File: src/rtl/tetris_input_ctrl_pkg.sv
// Shared types for the tetris core and its input controller: core state/command
// encoding, button index constants and the gravity period helper.
package enum_type;

  typedef enum logic [3:0] {
    NONE       = 4'd0,
    INIT       = 4'd1,
    WAIT       = 4'd2,
    GEN        = 4'd3,
    END        = 4'd4,
    LEFT       = 4'd5,
    RIGHT      = 4'd6,
    DOWN       = 4'd7,
    DROP       = 4'd8,
    ROTATE     = 4'd9,
    ROTATE_REV = 4'd10,
    HOLD       = 4'd11
  } state_type;

  // LEFT/RIGHT/DOWN occupy indices 0..2 so the auto-repeat lanes map directly onto them.
  localparam logic [2:0] BTN_LEFT       = 3'd0;
  localparam logic [2:0] BTN_RIGHT      = 3'd1;
  localparam logic [2:0] BTN_DOWN       = 3'd2;
  localparam logic [2:0] BTN_DROP       = 3'd3;
  localparam logic [2:0] BTN_ROTATE     = 3'd4;
  localparam logic [2:0] BTN_ROTATE_REV = 3'd5;
  localparam logic [2:0] BTN_HOLD       = 3'd6;
  localparam int unsigned NUM_BTN = 7;
  localparam int unsigned NUM_RPT = 3;

  localparam logic [2:0] BTN_PRIO [NUM_BTN] = '{
    BTN_DROP, BTN_HOLD, BTN_ROTATE, BTN_ROTATE_REV, BTN_LEFT, BTN_RIGHT, BTN_DOWN
  };

  function automatic state_type btn_cmd(input logic [2:0] idx);
    case (idx)
      BTN_LEFT:       return LEFT;
      BTN_RIGHT:      return RIGHT;
      BTN_DOWN:       return DOWN;
      BTN_DROP:       return DROP;
      BTN_ROTATE:     return ROTATE;
      BTN_ROTATE_REV: return ROTATE_REV;
      BTN_HOLD:       return HOLD;
      default:        return NONE;
    endcase
  endfunction

  function automatic logic [31:0] gravity_period(input logic [3:0]  lvl,
                                                 input logic [31:0] base,
                                                 input logic [31:0] step,
                                                 input logic [31:0] floor_p);
    logic [31:0] dec;
    dec = step * {28'd0, lvl};
    if (dec >= base || (base - dec) < floor_p) return floor_p;
    return base - dec;
  endfunction

endpackage

File: src/rtl/tetris_input_ctrl_if.sv
// Command-side bundle between the input controller and the tetris core.
interface tetris_input_ctrl_if;
  logic [enum_type::NUM_BTN-1:0] btn_raw;
  enum_type::state_type          state;
  logic [15:0]                   score;
  enum_type::state_type          ctrl;
  logic [3:0]                    level;

  modport master (output btn_raw, state, score, input ctrl, level);
  modport slave  (input btn_raw, state, score, output ctrl, level);
endinterface

File: src/rtl/tetris_input_ctrl_debounce.sv
// Single-input debouncer: the level follows raw only after raw has disagreed
// with it for CYCLES consecutive clocks; any agreement restarts the count.
module btn_debounce #(
  parameter int unsigned CYCLES = 1_000_000
) (
  input  logic clk,
  input  logic reset_n,
  input  logic raw,
  output logic level
);

  localparam int unsigned CW = (CYCLES > 1) ? $clog2(CYCLES) : 1;

  logic [CW-1:0] cnt_q, cnt_d;
  logic          level_q, level_d;

  always_comb begin
    level_d = level_q;
    cnt_d   = '0;
    if (raw != level_q) begin
      if (cnt_q == CW'(CYCLES - 1)) level_d = raw;
      else                          cnt_d   = cnt_q + 1'b1;
    end
  end

  always_ff @(posedge clk) begin
    if (!reset_n) begin
      cnt_q   <= '0;
      level_q <= 1'b0;
    end else begin
      cnt_q   <= cnt_d;
      level_q <= level_d;
    end
  end

  assign level = level_q;

endmodule

File: src/rtl/tetris_input_ctrl.sv
// Upstream command stage: debounced buttons, auto-repeat and gravity become
// single-cycle commands, issued only when the core is ready to take one.
module tetris_input_ctrl
  import enum_type::*;
#(
  parameter int unsigned DEBOUNCE_CYCLES = 1_000_000,
  parameter int unsigned DAS_CYCLES      = 17_000_000,
  parameter int unsigned ARR_CYCLES      = 5_000_000,
  parameter int unsigned GRAVITY_BASE    = 100_000_000,
  parameter int unsigned GRAVITY_STEP    = 8_000_000,
  parameter int unsigned GRAVITY_MIN     = 10_000_000
) (
  input logic                clk,
  input logic                reset_n,
  tetris_input_ctrl_if.slave bus
);

  logic [NUM_BTN-1:0] db_lvl, db_prev_q, rise, pend_q, pend_d;
  logic [NUM_RPT-1:0] rpt_fire;
  logic [31:0]        rpt_cnt_q [NUM_RPT];
  logic [31:0]        rpt_cnt_d [NUM_RPT];
  logic [31:0]        grav_cnt_q, grav_cnt_d, grav_period;
  logic               grav_fire;
  logic [3:0]         level_q, level_d;
  state_type          ctrl_q, ctrl_d;
  logic               armed_q, armed_d;
  logic               idle_state;

  for (genvar g = 0; g < NUM_BTN; g++) begin : g_db
    btn_debounce #(.CYCLES(DEBOUNCE_CYCLES)) u_db (
      .clk     (clk),
      .reset_n (reset_n),
      .raw     (bus.btn_raw[g]),
      .level   (db_lvl[g])
    );
  end

  assign rise        = db_lvl & ~db_prev_q;
  assign idle_state  = (bus.state == INIT) || (bus.state == END);
  assign level_d     = (bus.score[15:8] != 8'd0) ? 4'd9 : bus.score[7:4];
  assign grav_period = gravity_period(level_q, 32'(GRAVITY_BASE), 32'(GRAVITY_STEP),
                                      32'(GRAVITY_MIN));

  // >= rather than == so a level-up that shrinks the period never strands the counter.
  always_comb begin
    grav_cnt_d = grav_cnt_q;
    grav_fire  = 1'b0;
    if (bus.state == GEN) begin
      grav_cnt_d = '0;
    end else if (!idle_state) begin
      if (grav_cnt_q >= grav_period - 32'd1) begin
        grav_cnt_d = '0;
        grav_fire  = 1'b1;
      end else begin
        grav_cnt_d = grav_cnt_q + 32'd1;
      end
    end
  end

  // After the first repeat the counter is rewound so later repeats land every ARR cycles.
  always_comb begin
    for (int unsigned i = 0; i < NUM_RPT; i++) begin
      rpt_fire[i]  = 1'b0;
      rpt_cnt_d[i] = rpt_cnt_q[i] + 32'd1;
      if (!db_lvl[i]) begin
        rpt_cnt_d[i] = '0;
      end else if (rpt_cnt_q[i] == 32'(DAS_CYCLES - 1)) begin
        rpt_fire[i]  = 1'b1;
        rpt_cnt_d[i] = 32'(DAS_CYCLES - ARR_CYCLES);
      end
    end
  end

  always_comb begin : issue
    logic       found;
    logic [2:0] win;
    pend_d                = pend_q | rise;
    pend_d[NUM_RPT-1:0]   = pend_d[NUM_RPT-1:0] | rpt_fire;
    pend_d[BTN_DOWN]      = pend_d[BTN_DOWN] | grav_fire;
    ctrl_d                = NONE;
    armed_d               = armed_q | (bus.state != WAIT);
    found                 = 1'b0;
    win                   = '0;
    for (int unsigned k = 0; k < NUM_BTN; k++) begin
      if (!found && pend_q[BTN_PRIO[k]]) begin
        found = 1'b1;
        win   = BTN_PRIO[k];
      end
    end
    if (idle_state) begin
      pend_d = '0;
      if (|rise && ctrl_q == NONE) ctrl_d = DOWN;
    end else if (armed_q && bus.state == WAIT && found) begin
      ctrl_d      = btn_cmd(win);
      pend_d[win] = 1'b0;
      armed_d     = 1'b0;
    end
  end

  always_ff @(posedge clk) begin
    if (!reset_n) begin
      db_prev_q  <= '0;
      pend_q     <= '0;
      grav_cnt_q <= '0;
      level_q    <= '0;
      ctrl_q     <= NONE;
      armed_q    <= 1'b1;
      for (int unsigned i = 0; i < NUM_RPT; i++) rpt_cnt_q[i] <= '0;
    end else begin
      db_prev_q  <= db_lvl;
      pend_q     <= pend_d;
      grav_cnt_q <= grav_cnt_d;
      level_q    <= level_d;
      ctrl_q     <= ctrl_d;
      armed_q    <= armed_d;
      for (int unsigned i = 0; i < NUM_RPT; i++) rpt_cnt_q[i] <= rpt_cnt_d[i];
    end
  end

  assign bus.ctrl  = ctrl_q;
  assign bus.level = level_q;

endmodule
File: src/flat_wrapper.sv
// flat-port wrapper written by rule: the top's interface ports become plain ports
module tetris_input_ctrl_flat import enum_type::*;
#(
  parameter int unsigned DEBOUNCE_CYCLES = 1_000_000,
  parameter int unsigned DAS_CYCLES      = 17_000_000,
  parameter int unsigned ARR_CYCLES      = 5_000_000,
  parameter int unsigned GRAVITY_BASE    = 100_000_000,
  parameter int unsigned GRAVITY_STEP    = 8_000_000,
  parameter int unsigned GRAVITY_MIN     = 10_000_000
)
  (clk, reset_n, bus_btn_raw, bus_state, bus_score, bus_ctrl, bus_level);
  tetris_input_ctrl_if bus_i ();
  input logic clk;
  input logic reset_n;
  input wire logic [$bits(bus_i.btn_raw)-1:0] bus_btn_raw;
  input wire logic [$bits(bus_i.state)-1:0] bus_state;
  input wire logic [$bits(bus_i.score)-1:0] bus_score;
  output wire logic [$bits(bus_i.ctrl)-1:0] bus_ctrl;
  output wire logic [$bits(bus_i.level)-1:0] bus_level;
  assign bus_i.btn_raw = bus_btn_raw;
  assign bus_i.state = bus_state;
  assign bus_i.score = bus_score;
  assign bus_ctrl = bus_i.ctrl;
  assign bus_level = bus_i.level;
  tetris_input_ctrl #(.DEBOUNCE_CYCLES(DEBOUNCE_CYCLES), .DAS_CYCLES(DAS_CYCLES), .ARR_CYCLES(ARR_CYCLES), .GRAVITY_BASE(GRAVITY_BASE), .GRAVITY_STEP(GRAVITY_STEP), .GRAVITY_MIN(GRAVITY_MIN)) u_core (.clk(clk), .reset_n(reset_n), .bus(bus_i));
endmodule
File: config.mk
export PLATFORM = sky130hd
export DESIGN_NAME = tetris_input_ctrl_flat
export DESIGN_NICKNAME = d
export VERILOG_FILES = /design/src/rtl/tetris_input_ctrl_pkg.sv /design/src/rtl/tetris_input_ctrl_if.sv /design/src/rtl/tetris_input_ctrl_debounce.sv /design/src/rtl/tetris_input_ctrl.sv /design/src/flat_wrapper.sv
export SDC_FILE = /design/constraint.sdc
export NUM_CORES = 1
export LEC_CHECK = 0
export CAP_MARGIN = 20
export CELL_PAD_IN_SITES_DETAIL_PLACEMENT = 0
export CELL_PAD_IN_SITES_GLOBAL_PLACEMENT = 1
export CORE_MARGIN = 2
export CORE_UTILIZATION = 52
export CTS_CLUSTER_DIAMETER = 30
export DETAILED_ROUTE_END_ITERATION = 10
export MAX_ROUTING_LAYER = met4
export PLACE_DENSITY = 0.95
export SYNTH_ARGS = -nofsm -noshare
export SYNTH_HDL_FRONTEND = slang
export SYNTH_SLANG_ARGS = --single-unit
File: constraint.sdc
create_clock -name clk -period 12.05 [get_ports clk]
set_clock_uncertainty 0.05 [all_clocks]
set_input_delay 2.41 -clock clk [delete_from_list [all_inputs] [get_ports clk]]
set_output_delay 2.41 -clock clk [all_outputs]
set_load 0.02 [all_outputs]
# Word level (Yosys, flattened, before mapping)
# Memories as Yosys holds them, arrays and structs flattened.
# Cells that the tools add are included.
dict set report op_classes {
  n_addsub 13
  n_mul 1
  n_lt_le_gt_ge 5
  eq_ne 28
  n_mux 48
  bitwise_logic 19
  n_reduce_logical 39
}
# op n
set ops {}
lappend ops {{$mux 32} 12}
lappend ops {{$add 20x1->20 const B} 7}
lappend ops {{$eq 20x20->1 const B} 7}
lappend ops {{$add 32x1->32 const B} 4}
lappend ops {{$eq 32x25->1 const B} 3}
lappend ops {{$ge 32x32->1} 1}
lappend ops {{$lt 32x24->1 const B} 1}
lappend ops {{$sub 32x1->32 const B} 1}
lappend ops {{$pmux 4 s7} 1}
lappend ops {{$sub 27x27->28 const A} 1}
lappend ops {{$ge 27x27->1 const B} 1}
lappend ops {{$mux 1} 22}
lappend ops {{$mux 3} 7}
lappend ops {{$reduce_or 3->1} 7}
lappend ops {{$mul 14x4->18 const A} 1}
lappend ops {{$and 7x7->7} 2}
lappend ops {{$not 7->7} 2}
lappend ops {{$reduce_and 2->1} 7}
lappend ops {{$mux 4} 3}
lappend ops {{$logic_and 1x1->1} 10}
lappend ops {{$eq 3x3->1 const B} 3}
lappend ops {{$eq 4x2->1 const B} 2}
lappend ops {{$not 1->1} 8}
lappend ops {{$reduce_bool 8->1} 1}
lappend ops {{20 further kinds} 39}
dict set report word_totals {
  register_bits 202
  mem_bits_rw 96
  wordCells 175
  memories 1
}
# name words word_bits rd rd_ports_with_merged_regs wr line_no
set memory_table {}
lappend memory_table {u_core.rpt_cnt_q 3 32 3 0 3 tetris_input_ctrl.sv:20} ;# logic [31:0] rpt_cnt_q [NUM_RPT];

# Logic depth before layout (Yosys ltp)
# Gate-level depths: netlist of the first run.
dict set report logic_depth {
  word_depth 26
  depth_mapped 24
  mapped_depth_nobuf 22
}

# Hierarchy
# From an unflattened synthesis of the first run, not the netlist that was laid out.
dict set report hier_totals {
  cells_unflattened 1730
  area_unflattened_um2 14948.1
}
# module n_inst cells_per_inst area_each_um2 seq_area_each_um2
set by_module_without_submodules {}
lappend by_module_without_submodules {tetris_input_ctrl 1 974 8195.4 3022.9}
lappend by_module_without_submodules {btn_debounce 7 108 964.7 420.4}

# Worst setup path after synthesis of the first run
# No wires, ideal clock.
dict set report synth_timing {
  kind {reg2reg}
  startpoint {register u_core.level_q[1] (netlist: u_core.bus.level[1])}
  endpoint {register u_core.grav_cnt_q[10]}
  setup_ps 65
  arrival_time_ps 5650
  setup_slack_ps 6285
  path_stages_with_launch 25
  period_less_slack_ps 5765
  path_cell_list {dfxtp_1 inv_1 ha_1 fa_1 inv_1 fa_1 nand2b_1 nor3_1 o41ai_4 xor2_2 nand3_1 a2bb2oi_2 a31oi_4 buf_6 nand2_1 ha_1 and4_1 a211o_1 a21o_1 a211oi_1 nor4b_1 a2111oi_2 o21ai_1 clkbuf_1 nor2_1}
}
dict set report synth_via {
  elab_chain_len 9
  word_cells_on_any_way 10
  cone_classes {add/sub (2); mul (1); order compare (3); mux (3); reduce/logical (1)}
}
# item line_no
set synth_rtl {}
lappend synth_rtl {{start, declared} tetris_input_ctrl.sv:24} ;# logic [3:0] level_q, level_d;
lappend synth_rtl {{start signal, assigned} tetris_input_ctrl.sv:113} ;# level_q <= level_d;
lappend synth_rtl {{$mul 14x4->18 (*)} tetris_input_ctrl_pkg.sv:53} ;# dec = step * {28'd0, lvl};
lappend synth_rtl {{$sub 27x27->28} {tetris_input_ctrl_pkg.sv:54, tetris_input_ctrl_pkg.sv:55}}
lappend synth_rtl {{$lt 32x24->1} tetris_input_ctrl_pkg.sv:54} ;# if (dec >= base || (base - dec) < floor_p) return floor_p;
lappend synth_rtl {{$logic_or 1x1->1} tetris_input_ctrl_pkg.sv:54}
lappend synth_rtl {{$mux 1} tetris_input_ctrl_pkg.sv:54}
lappend synth_rtl {{$mux 32 (*)} tetris_input_ctrl_pkg.sv:55} ;# return base - dec;
lappend synth_rtl {{$sub 32x1->32 (*)} tetris_input_ctrl.sv:51} ;# if (grav_cnt_q >= grav_period - 32'd1) begin
lappend synth_rtl {{$ge 32x32->1 (*)} tetris_input_ctrl.sv:51}
lappend synth_rtl {{$mux 32 (*)} tetris_input_ctrl.sv:51}
lappend synth_rtl {{end signal, assigned} tetris_input_ctrl.sv:112} ;# grav_cnt_q <= grav_cnt_d;
lappend synth_rtl {{end, declared} tetris_input_ctrl.sv:22} ;# logic [31:0] grav_cnt_q, grav_cnt_d, grav_period;
# Mark *: on every way between the ends. The rest lies on a longest branch, timed or not.
# A chain may end at the register's enable or synchronous reset.

# Final worst setup path of the first run
dict set report layout_timing {
  startpoint {register u_core.level_q[1] (netlist: u_core.bus.level[1])}
  endpoint {register u_core.grav_cnt_q[22]}
}
# Same word-level chain as after synthesis.

==> flow_metrics.env, run 1 <==
export IMPL_die_h_um=171
export IMPL_first_iter_violations=704
export IMPL_cp_arrival_ps=7000
export IMPL_initial_core_util_pct=52.5
export IMPL_num_vias=11400
export IMPL_required_ps=12460
export IMPL_clock_path_buffers=3
export IMPL_drive_gt1_share_pct=7.67
export IMPL_place_congestion=0.801
export IMPL_grt_pass1_vias=11100
export IMPL_nets=1829
export IMPL_rsz0062_at_grt="false"
export IMPL_cts_hold_buf=0
export IMPL_post_drt_wl_per_cell_um=13.0
export IMPL_synth_area_leaders="dfxtp_1 41%, xor2_1 9.0%, nor2_1 7.7%"
export IMPL_synth_ff_type="dfxtp_1"
export IMPL_pre_cts_slack_ps=5560
export IMPL_finalWorstSetupSlack_ps=5470
export IMPL_outcome="completed"
export IMPL_numCtsBuffers=61
export IMPL_nFillCells=2376
export IMPL_synth_edf_count=0
export IMPL_pwr_share_comb_pct=2.7
export IMPL_switching_share_pct=21.4
export IMPL_worstSetupEndpointType="register"
export IMPL_vdd_drop_max_uv=115
export IMPL_drc=0
export IMPL_clkTransAtPathRegs_ps=50
export IMPL_grt_max_degree=32
export IMPL_fin_crit_sh_pct=54.6
export IMPL_grt_util_all_layers_pct=20.0
export IMPL_synth_top_cell_by_area="dfxtp_1"
export IMPL_avgSynthCellArea_um2=8.63
export IMPL_hold_viol=0
export IMPL_io_pins=37
export IMPL_seqPwrFrac_pct=35.4
export IMPL_syn_nets=1772
export IMPL_worstMarginPinSlew_ps=804
export IMPL_path_class="reg2reg"
export IMPL_totalWireLength_um=28100
export IMPL_h_tree_depth=2
export IMPL_ant_nets=0
export IMPL_overflow=0
export IMPL_synth_seq_cells=298
export IMPL_cts_tree="done"
export IMPL_clock_sinks=298
export IMPL_p_int_w=0.00221
export IMPL_fin_crit_ps=6580
export IMPL_synth_cell_type_count=65
export IMPL_async_flop_share_pct=0
export IMPL_power_density_nw_per_um2=162
export IMPL_maxSlewViolCount=0
export IMPL_netlist_area_um2=14500
export IMPL_vias_per_cell=5.27
export IMPL_tns_ps=0
export IMPL_rows=61
export IMPL_slew_headroom_pct=45.7
export IMPL_final_cell_area_um2=17400
export IMPL_pwr_share_clk_pct=61.9
export IMPL_clock_fmax_ghz=0.152
export IMPL_cp_max_fo=31
export IMPL_cts_setup_buffers=0
export IMPL_p_leak_nw=6.38
export IMPL_min_path_type="reg2reg"
export IMPL_synth_top_area_share_pct=41.2
export IMPL_synthTopCellsByCount="298 x dfxtp_1, 298 x nor2_1, 149 x xor2_1"
export IMPL_clockRootBuffer="clkbuf_16"
export IMPL_hpwl_um=18700
export IMPL_drt_first_pass_iters=5
export IMPL_grt_antenna_before_repair=1
export IMPL_ys_seq_area_share_pct=41.2
export IMPL_clk_latency_ps=590
export IMPL_maxCapViolCount=0
export IMPL_synthesis_instances=1679
export IMPL_power_switching_w=0.000603
export IMPL_core_um2=27600
export IMPL_die_w_um=171
export IMPL_finalSetupViolCount=0
export IMPL_place_area_um2=15100
export IMPL_io_buffers=32
export IMPL_ctsResizeCount=0
export IMPL_syn2layout_area_growth_pct=19.7
export IMPL_grt_pass1_wl_um=48900
export IMPL_synth_warning_count=0
export IMPL_die_area_um2=29200
export IMPL_start_kind="register"
## metrics by stage
| stage | util (%) | total power (W) | std cells | hold slack (ps) |
|---|---|---|---|---|
| 6_report | 62.8 | 0.00282 | 2166 | 398 |
| 3_5_place_dp | 54.8 | 0.00109 | 2051 | 394 |
| 2_1_floorplan | - | 0.00107 | 1679 | 368 |
| 5_1_grt | 62.8 | 0.00291 | 2166 | 426 |
| 3_3_place_gp | 54.8 | 0.00109 | 2051 | 381 |
| 4_1_cts | 62.8 | 0.00284 | 2165 | 400 |
## cell type report
class                           instances  area [um^2]  share of cell area, %
Timing Repair Buffer                   34          335                   1.93
Clock inverter                         37          523                   3.01
Inverter                               53          199                   1.15
Antenna cell                            1         2.50                 0.0144
Clock buffer                           77         1690                   9.72
Tap cell                              378          473                   2.73
Sequential cell                       298         5970                   34.4
Multi-Input combinational cell       1288         8170                   47.1
## flip-flops by register name, indices dropped and copies added (netlist names)
| register | cells |
|---|---|
| u_core.g_db.u_db.cnt_q | 140 |
| u_core.bus.ctrl | 4 |
| u_core.db_prev_q | 7 |
| u_core.armed_q | 1 |
| u_core.rpt_cnt_q | 96 |
| u_core.pend_q | 7 |
| u_core.grav_cnt_q | 32 |
| u_core.bus.level | 4 |
| u_core.g_db.u_db.level | 7 |
## worst max-delay path, stage by stage, from the launching register on
cell and delay, ps:
dfxtp_1 670, inv_1 240, ha_1 390, fa_1 540
inv_1 70, fa_1 540, nand2b_1 210, nor3_1 330
o41ai_4 170, xor2_2 220, nand3_1 110, a2bb2oi_2 180
a31oi_4 350, nand2_1 100, ha_1 270, and4_1 180
a211o_1 280, a21o_1 180, a211oi_1 260, nor4b_1 120
a2111oi_2 490, o21ai_2 90, buf_4 250, nor2_1 150
## power groups by stage
| stage | clock network (W) | logic [W] | registers (W) |
|---|---|---|---|
| 3_5_place_dp | 0 | 0.0000770 | 0.00102 |
| 5_1_grt | 0.00182 | 0.0000871 | 0.000996 |
| 4_1_cts | 0.00177 | 0.0000778 | 0.000997 |
| 6_report | 0.00174 | 0.0000771 | 0.000997 |
| 2_1_floorplan | 0 | 0.0000558 | 0.00101 |
| 3_3_place_gp | 0 | 0.0000754 | 0.00102 |
## cells by family (layout without fill, tap and decap cells)
group,after synthesis,count (layout),share of synthesized area (%)
flip-flops,298,298,41.2
XOR/XNOR,250,250,15.3
buffers and inverters,93,201,2.53
adder cells (fa/ha/maj),64,64,5.78
AO/OA/AOI/OAI,145,145,6.53
AND/OR/NAND/NOR,819,819,28.0
other,0,1,0
multiplexers,10,10,0.699
## layer usage
metal / global-route usage, % / vias up / share of wire [%]
met5: - / - / 0
met1: 25.0 / 5327 / 47
li1: - / 5893 / -
met4: 6.78 / 0 / 2.5
met2: 32.9 / 152 / 47
met3: 3.33 / 52 / 3.3
## path summary, 6_finish.rpt
check                            endpoint  slack, ps                    startpoint  cells past startpoint
max                 u_core.grav_cnt_q[22]       5470           u_core.bus.level[1]                     23
min          u_core.g_db[4].u_db.cnt_q[0]        400  u_core.g_db[4].u_db.cnt_q[0]                      1
max reg2reg         u_core.grav_cnt_q[22]       5470           u_core.bus.level[1]                     23
min reg2reg  u_core.g_db[4].u_db.cnt_q[0]        400  u_core.g_db[4].u_db.cnt_q[0]                      1
## layout by cell type (no fill, tap or decap), types with 20 or more instances in the layout
| master | n |
|---|---|
| nor2_1 | 298 |
| nand2_1 | 107 |
| or3_1 | 26 |
| dfxtp_1 | 298 |
| ha_1 | 59 |
| nand3_1 | 125 |
| a21oi_1 | 57 |
| and3_1 | 64 |
| inv_1 | 53 |
| nor4_1 | 26 |
| nand4_1 | 50 |
| o21ai_0 | 34 |
| clkdlybuf4s50_1 | 32 |
| nor2b_1 | 20 |
| xor2_1 | 149 |
| xnor2_1 | 98 |
| nor3_1 | 20 |
| clkbuf_16 | 61 |
Note: power is estimated with default switching activity, not from simulation.
==> run 2: changes to the inputs <==
- CORE_UTILIZATION: 52 -> 43
- PLACE_DENSITY: 0.95 -> 0.86
- clock period: 12.05 -> 5.88 ns (I/O delays scaled with it)
==> run 2 against run 1 <==
Count of clock-buffer cells in the layout unchanged; total power increased by 120%; fmax increased by 18%; die area increased by 20%; via count about the same; routed wire length increased by 2.6%; combinational power increased by 130%; first-iteration DRC count decreased by 16%; cell area increased by 2.6%; sequential power increased by 100%.
==> flow_metrics.env, run 2 (same netlist as run 1, synthesis figures left out) <==
export IMPL_grt_max_degree=32
export IMPL_drt_first_pass_iters=5
export IMPL_r2r_end="u_core.grav_cnt_q[15]"
export IMPL_overflow=0
export IMPL_vias_per_cell=5.08
export IMPL_totalWireLength_um=28800
export IMPL_die_w_um=188
export IMPL_worstSetupStartpoint="u_core.bus.level[2]"
export IMPL_initial_core_util_pct=43.4
export IMPL_io_buffers=32
export IMPL_top_register="u_core.g_db.u_db.cnt_q"
export IMPL_register_area_um2=5970
export IMPL_worstReg2RegStart="u_core.bus.level[2]"
export IMPL_maxCapViolCount=0
export IMPL_required_ps=6300
export IMPL_clkTransAtPathRegs_ps=40
export IMPL_clockRootBuffer="clkbuf_16"
export IMPL_num_vias=11400
export IMPL_slew_headroom_pct=46.9
export IMPL_grt_pass1_vias=11200
export IMPL_h_tree_depth=3
export IMPL_maxSlewViolCount=0
export IMPL_cp_arrival_ps=5980
export IMPL_clk_latency_ps=550
export IMPL_antenna_cells=0
export IMPL_hpwl_um=19400
export IMPL_largest_reg_flops=140
export IMPL_power_density_nw_per_um2=347
export IMPL_clock_sinks=298
export IMPL_largestRegisters="u_core.g_db.u_db.cnt_q x140, u_core.rpt_cnt_q x96, u_core.grav_cnt_q x32"
export IMPL_endpoint="u_core.grav_cnt_q[15]"
export IMPL_drive_gt1_share_pct=8.72
export IMPL_nets=1847
export IMPL_syn2layout_area_growth_pct=22.8
export IMPL_outcome="completed"
export IMPL_die_area_um2=35200
export IMPL_finish_utilization_pct=53.3
export IMPL_start_kind="register"
export IMPL_post_drt_wl_per_cell_um=12.8
export IMPL_clock_path_buffers=3
export IMPL_io_pins=37
export IMPL_vdd_drop_max_uv=286
export IMPL_min_path_type="reg2reg"
export IMPL_cts_hold_buf=0
export IMPL_fin_crit_ps=5570
export IMPL_fin_cells=2249
export IMPL_core_um2=33400
export IMPL_fin_crit_sh_pct=94.7
export IMPL_grt_antenna_before_repair=0
export IMPL_reg2reg_depth=24
export IMPL_path_class="reg2reg"
export IMPL_grt_pass1_wl_um=49900
export IMPL_numCtsBuffers=66
export IMPL_rows=67
export IMPL_worstSetupEndpointType="register"
export IMPL_first_iter_violations=589
export IMPL_p_leak_nw=6.56
export IMPL_ant_nets=0
export IMPL_place_congestion=0.796
export IMPL_cp_max_fo=31
export IMPL_reg2reg_slack_ps=310
export IMPL_place_inst=2131
export IMPL_die_h_um=188
export IMPL_holdWs_ps=403
export IMPL_hold_viol=0
export IMPL_finalSetupViolCount=0
export IMPL_multi_input_comb_area_um2=8220
export IMPL_drc=0
export IMPL_mostFrequentLayoutCells="298 x nor2_1, 298 x dfxtp_1, 149 x xor2_1, 125 x nand3_1, 107 x nand2_1"
export IMPL_clock_fmax_ghz=0.180
export IMPL_nFillCells=3044
export IMPL_cts_tree="done"
export IMPL_grt_util_all_layers_pct=16.8
export IMPL_worstMarginPinSlew_ps=793
run 2: cell type report:
| cell class | count | area share [%] |
|---|---|---|
| multi-input cells | 1288 | 46.2 |
| flip-flops and latches | 298 | 33.5 |
| clock buffers | 77 | 9.86 |
| clock inverters | 38 | 3.63 |
| well taps | 448 | 3.15 |
| repair buffers | 47 | 2.52 |
| inverters | 53 | 1.12 |
run 2: worst max-delay path, stage by stage (launching register included):
cell	delay, ps
dfxtp_1	380
inv_1	120
ha_1	320
fa_1	540
inv_1	70
fa_2	510
nand2b_1	200
nor3_2	180
o41ai_4	140
xor2_2	200
nand3_1	150
a2bb2oi_4	200
a31oi_4	260
nand2_1	110
ha_1	270
and4_1	180
a211o_1	290
a21o_1	190
a211oi_2	240
nor4b_2	90
a2111oi_2	250
buf_4	190
o21ai_2	60
buf_12	170
nor2_1	120
run 2: worst min path at each step:
stage | depth (start not counted) | start | slack (ps) | endpoint
floorplan | 1 | u_core.g_db[4].u_db.cnt_q[0] | 370 | u_core.g_db[4].u_db.cnt_q[0]
global placement | 1 | u_core.g_db[4].u_db.cnt_q[0] | 380 | u_core.g_db[4].u_db.cnt_q[0]
finish | 1 | u_core.g_db[0].u_db.cnt_q[0] | 400 | u_core.g_db[0].u_db.cnt_q[0]
global route | 2 | u_core.armed_q | 420 | u_core.armed_q
detailed placement | 1 | u_core.rpt_cnt_q[0][0] | 400 | u_core.rpt_cnt_q[0][0]
CTS | 1 | u_core.rpt_cnt_q[0][0] | 410 | u_core.rpt_cnt_q[0][0]
run 2: routing by layer:
metal  track usage, %  wire length (um)  vias up
met4             5.45               606        0
met1             21.0             13800     5281
met2             27.1             13200      151
met5                -                 0        -
met3             3.63              1210       58
li1                 -                 -     5932
run 2: power by group:
part,switching [W],internal [W]
Clock,0.00116,0.00279
Sequential,0.00000738,0.00203
Combinational,0.000101,0.0000786
Total,0.00127,0.00491
run 2: through the flow:
| stage | power (W) | TNS, ps | worst slack (ps) | instance area, um^2 |
|---|---|---|---|---|
| final | 0.00618 | 0 | 313 | 17800 |
| after global routing | 0.00639 | -186 | -27.7 | 17800 |
| after CTS | 0.00625 | 0 | 19.1 | 17700 |
| after detailed placement | 0.00225 | 0 | 67.3 | 15300 |
| after global placement | 0.00224 | 0 | 175 | 15300 |
| after floorplan | 0.00219 | 0 | 115 | 14500 |
run 2: what timing repair did:
action | 4_1_cts | 5_1_grt
buffers inserted | 0 | 3
setup endpoints to repair | 0 | 33
resized for setup | 0 | 10
